## src/rtl/spdif_pkg.sv

```systemverilog
// Shared constants and types for the S/PDIF (IEC 60958 consumer) transmitter.
package spdif_pkg;

    // Preamble half-cell patterns, first half-cell in the MSB, for line level 0
    localparam logic [7:0] PREAMBLE_B = 8'b11101000;
    localparam logic [7:0] PREAMBLE_M = 8'b11100010;
    localparam logic [7:0] PREAMBLE_W = 8'b11100100;

    // Frame geometry
    localparam int SUBFRAME_HALFCELLS = 64;
    localparam int BLOCK_FRAMES       = 192;
    localparam int PREAMBLE_HALFCELLS = 8;

    localparam logic [5:0] HC_LAST    = 6'(SUBFRAME_HALFCELLS - 1);
    localparam logic [7:0] FRAME_LAST = 8'(BLOCK_FRAMES - 1);
    localparam logic [2:0] PHASE_LAST = 3'(PREAMBLE_HALFCELLS - 1);

    // Only the first 32 channel-status bits can be non-zero
    localparam logic [7:0] CS_DEFINED_FRAMES = 8'd32;

    // Copy permitted (bit 2) and 48 kHz sample-rate code (bit 25)
    localparam logic [31:0] DEFAULT_CHANNEL_STATUS = 32'h0200_0004;

    // Time-slot positions within a subframe
    localparam logic [4:0] SLOT_AUX_FIRST    = 5'd4;
    localparam logic [4:0] SLOT_SAMPLE_FIRST = 5'd12;
    localparam logic [4:0] SLOT_SAMPLE_LAST  = 5'd27;
    localparam logic [4:0] SLOT_VALIDITY     = 5'd28;
    localparam logic [4:0] SLOT_USER         = 5'd29;
    localparam logic [4:0] SLOT_CHSTAT       = 5'd30;
    localparam logic [4:0] SLOT_PARITY       = 5'd31;

    typedef enum logic {
        ST_IDLE = 1'b0,
        ST_RUN  = 1'b1
    } tx_state_t;

    typedef enum logic {
        SUB_LEFT  = 1'b0,
        SUB_RIGHT = 1'b1
    } subframe_t;

endpackage

```

## src/rtl/biphase_mark_encoder.sv

```systemverilog
// Line coder: turns preamble patterns and data bits into biphase-mark half-cells.
// Owns the line level and the half-cell phase; knows nothing about framing.
module biphase_mark_encoder
    import spdif_pkg::*;
(
    input  logic       Clk,
    input  logic       nReset,
    input  logic       Clk_Ena,
    input  logic       Clear,
    input  logic       Bit_Value,
    input  logic       Preamble,
    input  logic [7:0] Preamble_Pattern,
    output logic       Line_Out
);

    logic       line_level;
    logic [2:0] phase;
    logic       preamble_base;
    logic       base_now;
    logic       line_next;

    // Next line level: preamble half-cells are the pattern relative to the level at
    // subframe start; data cells toggle at cell start and again mid-cell for a 1.
    always_comb begin
        base_now  = (phase == 3'd0) ? line_level : preamble_base;
        line_next = line_level;
        if (Preamble) begin
            line_next = Preamble_Pattern[PHASE_LAST - phase] ^ base_now;
        end else if (!phase[0]) begin
            line_next = ~line_level;
        end else if (Bit_Value) begin
            line_next = ~line_level;
        end
    end

    // Line register, half-cell phase and the preamble reference level
    always_ff @(posedge Clk or negedge nReset) begin
        if (!nReset) begin
            line_level    <= 1'b0;
            phase         <= 3'd0;
            preamble_base <= 1'b0;
        end else if (Clear) begin
            line_level    <= 1'b0;
            phase         <= 3'd0;
            preamble_base <= 1'b0;
        end else if (Clk_Ena) begin
            line_level <= line_next;
            phase      <= phase + 3'd1;
            if (Preamble && (phase == 3'd0)) begin
                preamble_base <= line_level;
            end
        end
    end

    assign Line_Out = line_level;

endmodule

```

## src/rtl/spdif_transmitter.sv

```systemverilog
// S/PDIF consumer-format transmitter: frames 16-bit stereo samples into subframes
// with validity, user, channel-status and parity bits, then line-codes them.
module spdif_transmitter
    import spdif_pkg::*;
#(
    parameter logic [31:0] CHANNEL_STATUS = DEFAULT_CHANNEL_STATUS,
    parameter logic        USER_BIT       = 1'b0
) (
    input  logic        Clk,
    input  logic        nReset,
    input  logic        Clk_Ena,
    input  logic        Enable,
    input  logic [15:0] Audio_Left,
    input  logic [15:0] Audio_Right,
    input  logic        Audio_Load,
    output logic        S_PDIF_Out,
    output logic        Frame_Start,
    output logic        Underrun
);

    tx_state_t  state;
    tx_state_t  next_state;
    logic [5:0] hc_cnt;
    subframe_t  subframe;
    logic [7:0] frame_cnt;

    logic [15:0] hold_left;
    logic [15:0] hold_right;
    logic        load_flag;
    logic [15:0] work_left;
    logic [15:0] work_right;
    logic        work_invalid;

    logic        at_boundary;
    logic        frame_start;
    logic        go_idle;
    logic        emit;
    logic        have_sample;

    logic [4:0]  slot;
    logic [3:0]  sample_idx;
    logic [15:0] cur_sample;
    logic        cs_bit;
    logic        parity_bit;
    logic        slot_bit;
    logic        in_preamble;
    logic [7:0]  preamble_pattern;

    // A frame boundary is the first half-cell of a left subframe; IDLE always sits there
    assign at_boundary = (hc_cnt == 6'd0) && (subframe == SUB_LEFT);
    assign frame_start = Clk_Ena && at_boundary && Enable;
    assign go_idle     = Clk_Ena && at_boundary && !Enable;
    assign emit        = Clk_Ena && (at_boundary ? Enable : (state == ST_RUN));
    assign have_sample = load_flag || Audio_Load;

    // State register
    always_ff @(posedge Clk or negedge nReset) begin
        if (!nReset) begin
            state <= ST_IDLE;
        end else begin
            state <= next_state;
        end
    end

    // Next state: start on an enabled boundary, stop only at a boundary with Enable low
    always_comb begin
        next_state = state;
        case (state)
            ST_IDLE: if (frame_start) next_state = ST_RUN;
            ST_RUN:  if (go_idle)     next_state = ST_IDLE;
            default: next_state = ST_IDLE;
        endcase
    end

    // Half-cell, subframe and block-frame counters, cleared whenever the stream stops
    always_ff @(posedge Clk or negedge nReset) begin
        if (!nReset) begin
            hc_cnt    <= 6'd0;
            subframe  <= SUB_LEFT;
            frame_cnt <= 8'd0;
        end else if (go_idle) begin
            hc_cnt    <= 6'd0;
            subframe  <= SUB_LEFT;
            frame_cnt <= 8'd0;
        end else if (emit) begin
            hc_cnt <= hc_cnt + 6'd1;
            if (hc_cnt == HC_LAST) begin
                if (subframe == SUB_RIGHT) begin
                    subframe  <= SUB_LEFT;
                    frame_cnt <= (frame_cnt == FRAME_LAST) ? 8'd0 : frame_cnt + 8'd1;
                end else begin
                    subframe <= SUB_RIGHT;
                end
            end
        end
    end

    // Sample hand-off: holding register fed by loads, working register swapped in at
    // frame start; a missing load sends silence marked invalid
    always_ff @(posedge Clk or negedge nReset) begin
        if (!nReset) begin
            hold_left    <= 16'd0;
            hold_right   <= 16'd0;
            load_flag    <= 1'b0;
            work_left    <= 16'd0;
            work_right   <= 16'd0;
            work_invalid <= 1'b0;
        end else begin
            if (Audio_Load) begin
                hold_left  <= Audio_Left;
                hold_right <= Audio_Right;
            end
            if (frame_start) begin
                load_flag <= 1'b0;
                if (Audio_Load) begin
                    work_left    <= Audio_Left;
                    work_right   <= Audio_Right;
                    work_invalid <= 1'b0;
                end else if (load_flag) begin
                    work_left    <= hold_left;
                    work_right   <= hold_right;
                    work_invalid <= 1'b0;
                end else begin
                    work_left    <= 16'd0;
                    work_right   <= 16'd0;
                    work_invalid <= 1'b1;
                end
            end else if (Audio_Load) begin
                load_flag <= 1'b1;
            end
        end
    end

    // Status pulses, aligned with the first half-cell appearing on the line
    always_ff @(posedge Clk or negedge nReset) begin
        if (!nReset) begin
            Frame_Start <= 1'b0;
            Underrun    <= 1'b0;
        end else begin
            Frame_Start <= frame_start;
            Underrun    <= frame_start && !have_sample;
        end
    end

    assign slot        = hc_cnt[5:1];
    assign sample_idx  = 4'(slot - SLOT_SAMPLE_FIRST);
    assign in_preamble = (slot < SLOT_AUX_FIRST);
    assign cur_sample  = (subframe == SUB_RIGHT) ? work_right : work_left;
    assign cs_bit      = (frame_cnt < CS_DEFINED_FRAMES) ? CHANNEL_STATUS[frame_cnt[4:0]] : 1'b0;
    assign parity_bit  = ^{cur_sample, work_invalid, USER_BIT, cs_bit};

    // Bit carried by the current time slot, plus the preamble for this subframe
    always_comb begin
        slot_bit = 1'b0;
        if ((slot >= SLOT_SAMPLE_FIRST) && (slot <= SLOT_SAMPLE_LAST)) begin
            slot_bit = cur_sample[sample_idx];
        end else if (slot == SLOT_VALIDITY) begin
            slot_bit = work_invalid;
        end else if (slot == SLOT_USER) begin
            slot_bit = USER_BIT;
        end else if (slot == SLOT_CHSTAT) begin
            slot_bit = cs_bit;
        end else if (slot == SLOT_PARITY) begin
            slot_bit = parity_bit;
        end

        if (subframe == SUB_RIGHT) begin
            preamble_pattern = PREAMBLE_W;
        end else if (frame_cnt == 8'd0) begin
            preamble_pattern = PREAMBLE_B;
        end else begin
            preamble_pattern = PREAMBLE_M;
        end
    end

    biphase_mark_encoder u_encoder (
        .Clk              (Clk),
        .nReset           (nReset),
        .Clk_Ena          (emit),
        .Clear            (go_idle),
        .Bit_Value        (slot_bit),
        .Preamble         (in_preamble),
        .Preamble_Pattern (preamble_pattern),
        .Line_Out         (S_PDIF_Out)
    );

endmodule

```

## config.mk

```make
export PLATFORM = sky130hd
export DESIGN_NAME = spdif_transmitter
export DESIGN_NICKNAME = d
export VERILOG_FILES = /design/src/rtl/spdif_pkg.sv /design/src/rtl/biphase_mark_encoder.sv /design/src/rtl/spdif_transmitter.sv
export SDC_FILE = /design/constraint.sdc
export NUM_CORES = 1
export LEC_CHECK = 0
export BUFFER_PORTS_ARGS = -buffer_cell sky130_fd_sc_hd__buf_2
export CORE_MARGIN = 1.5
export CORE_UTILIZATION = 54
export CTS_BUF_LIST = sky130_fd_sc_hd__clkbuf_16
export CTS_CLUSTER_DIAMETER = 80
export DETAILED_ROUTE_END_ITERATION = 7
export GPL_ROUTABILITY_DRIVEN = 0
export PLACE_DENSITY = 0.87
export SETUP_SLACK_MARGIN = 0.02
export SLEW_MARGIN = 0
export SYNTH_ARGS = -nofsm -noshare
export SYNTH_HDL_FRONTEND = slang
export SYNTH_SLANG_ARGS = --single-unit
```

## constraint.sdc

```tcl
create_clock -name Clk -period 2.3 [get_ports Clk]
set_input_delay 0.345 -clock Clk [delete_from_list [all_inputs] [get_ports Clk]]
set_output_delay 0.345 -clock Clk [all_outputs]
set_load 0.005 [all_outputs]
```

==> flow_summary.yaml <==
power_and_ir_drop:
  p_leak_uw: 0.00251
  p_per_area_nw_per_um2: 612
  ir_drop_uv: 492
floorplanning:
  fp.dieW_microns: 95.1
  die_area_sq_um: 9050
  ioPinCount: 40
  row_count: 33
  start_util_pct: 55.8
  core_sq_um: 8220
  dieHeight_microns: 95.1
sta:
  fin_crit_sh_pct: 109
  grt_setup_unrepaired: "true"
  worstMarginPinSlew_ns: 0.854
  clock_skew_ns: 0.00635
  setup_viol: 2
  finalHoldViolations: 0
  max_freq_mhz: 399
  fin_ws_ns: -0.206
  fin_crit_ns: 2.51
  final_max_slew_viol_count: 0
  slew-limit-headroom_pct: 43.0
  fin_hold_ws_ns: 0.240
final_layout:
  finish.utilization_pct: 67.9
  n_fill_cell: 563
  syn2layout_area_growth_pct: 21.7
  multi_input_area_sq_um: 2320
  fin_cells: 613
  layout-drive-gt1-share_pct: 28.5
  diodes: 0
  nets: 551
  seq_area_sq_um: 2230
  finalInstanceArea_sq_um: 5580
detailed_routing:
  routedWlPerCell_microns: 17.6
  routed_wl_microns: 10800
  post-route-drc-count: 0
  drt-initial-drc-count: 336
  num_vias: 3650
  postRouteAntennaNets: 0
  viasPerCell: 5.95
  firstDrtPassIters: 5
clock_network:
  clockRootBuffer: "clkbuf_16"
  cts.sinks: 89
  worstSkewPairLatency_ns: 0.35
  clk_path_buf_depth: 2
  htreeDepth: 3
  clkTransAtPathRegs_ns: 0.07
  cts_buffers: 9
  cts_tree: "done"
synth:
  syn_area_sq_um: 4580
  synth_edf_count: 0
  ys_ff_latch: 89
  synth_nets: 491
  synthArstFlopShare_pct: 100
  yosysTopAreaCell: "dfrtp_1"
  ys.flop_type: "dfrtp_1"
  yosysWarnings: 0
  synth.avg_cell_area_sq_um: 10.3
  synthCells: 443
  synth_cell_types: 46
  synthTopCellsByArea: "dfrtp_1, o21ai_0, mux2_2"
  seq_area_frac_synth_pct: 48.6
  synth_top_area_share_pct: 48.6
  yosysMostFrequentCell: "dfrtp_1"
  yosys-top-cells-count: "dfrtp_1, o21ai_0, nand2_1"
status:
  status: "complete, but fails checks"
  violations: "setup timing"
setup_path:
  cp-end-kind: "flip-flop"
  worst-setup-path-type: "reg -> reg"
  path_max_fanout: 9
  worstPathRequired_ns: 2.53
  cp.arrival_ns: 2.73
  cp-start-kind: "flip-flop"
  r2r_start: "subframe"
  setup.worst_path.start: "subframe"
  rr_worst_depth: 9
global_routing:
  grt_pass1_wl_microns: 17300
  grt_pass1_vias: 3600
  antenna_found_initial: 0
  track_usage_pct: 25.3
  grt_max_degree: 67
  overflow: 0
hold_path:
  hold_depth: 2
  hold_class: "in -> reg"
  min_from: "Audio_Right[0]"
placement:
  dp_cells: 583
  dpl_cell_area_sq_um: 5010
  dp_hpwl_microns: 6600
  port_buffers: 39
run:
  max_cap_violations: 0
## cells in the final DEF (no fill, tap or decap), types with 4 or more instances in the layout
cell type / Yosys / final
nand3_1: 7 / 6
xnor2_1: 16 / 16
dfrtp_1: 89 / 88
xor2_1: 17 / 17
mux2i_1: 19 / 18
clkbuf_16: 0 / 10
ha_1: 11 / 11
buf_12: 0 / 5
nor2_1: 18 / 15
inv_1: 13 / 13
o21ai_0: 74 / 71
a22o_1: 4 / 4
nand2_1: 61 / 60
buf_4: 3 / 24
mux2_2: 32 / 32
a21oi_1: 8 / 6
buf_2: 0 / 38
nor3_1: 7 / 6
## layer usage
layer | track usage (%) | vias up | part of all wire, %
met5 | 0 | - | 0
met4 | 11.1 | 0 | 2.3
met3 | 5.18 | 31 | 5.6
met2 | 43.7 | 141 | 53
met1 | 30.5 | 1812 | 40
li1 | - | 1666 | -
## flip-flops by register name (all words and copies together) (netlist names), named ones only
register and flops:
u_encoder.Line_Out 1, work_right 16, hold_left 16, hold_right 16, u_encoder.phase 3, work_invalid 1
hc_cnt 6, Underrun 1, subframe 1, load_flag 1, frame_cnt 8, u_encoder.preamble_base 1
Frame_Start 1, work_left 16
## worst paths after layout
check | to | slack [ns]
max | u_encoder.Line_Out | -0.21
max in group asynchronous | work_left[0] | 1.20
min in group asynchronous | frame_cnt[7] | 0.45
min | hold_right[0] | 0.24
max reg2reg | u_encoder.Line_Out | -0.21
min reg2reg | hold_right[5] | 0.49
## power by group
group | internal (uW) | total (uW) | switching, uW
Sequential | 1620 | 1640 | 14.8
Clock | 952 | 1580 | 631
Combinational | 91.6 | 196 | 104
## cells by family after synthesis
group           count (synthesis)  synth area share [%]
buf+inv                        35                  3.11
mux                            54                  13.5
fa+ha+maj                      11                  3.00
flops                          89                  48.6
simple gates                  118                  12.3
xor+xnor                       34                  6.80
compound gates                102                  12.6
## critical path: stages, from the launching register on
cell,delay [ns]
dfrtp_2,0.43
buf_12,0.16
mux4_2,0.53
nand2_1,0.11
a211o_1,0.13
nand4_1,0.14
a221o_1,0.33
a41oi_2,0.25
nor4b_2,0.09
o21bai_2,0.22
## cell type report
| type | count | area share [%] |
|---|---|---|
| inverter | 13 | 0.875 |
| tap | 105 | 2.36 |
| clock buffer | 9 | 4.04 |
| clock inverter | 7 | 1.68 |
| sequential | 89 | 40.0 |
| multi-input combinational | 319 | 41.6 |
| timing repair buffer | 71 | 9.47 |
## repair_timing
action                                  CTS  global route
endpoints found under the setup margin    1             5
hold buffers                              1             0
pin swaps                                 1            15
endpoints found under the hold margin    26             0
resized for setup                         4            25
gates cloned                              0             1
buffers inserted                          4             8
## through the flow
step                setup WS, ns  total power (uW)  setup TNS, ns
floorplan               -0.00936              1760       -0.00936
global placement          0.0317              1850              0
detailed placement        -0.105              1860         -0.105
CTS                       -0.157              3420         -0.157
global route              -0.315              3510         -0.602
finish                    -0.206              3410         -0.243
No activity file was read; power rests on OpenSTA's default activity.
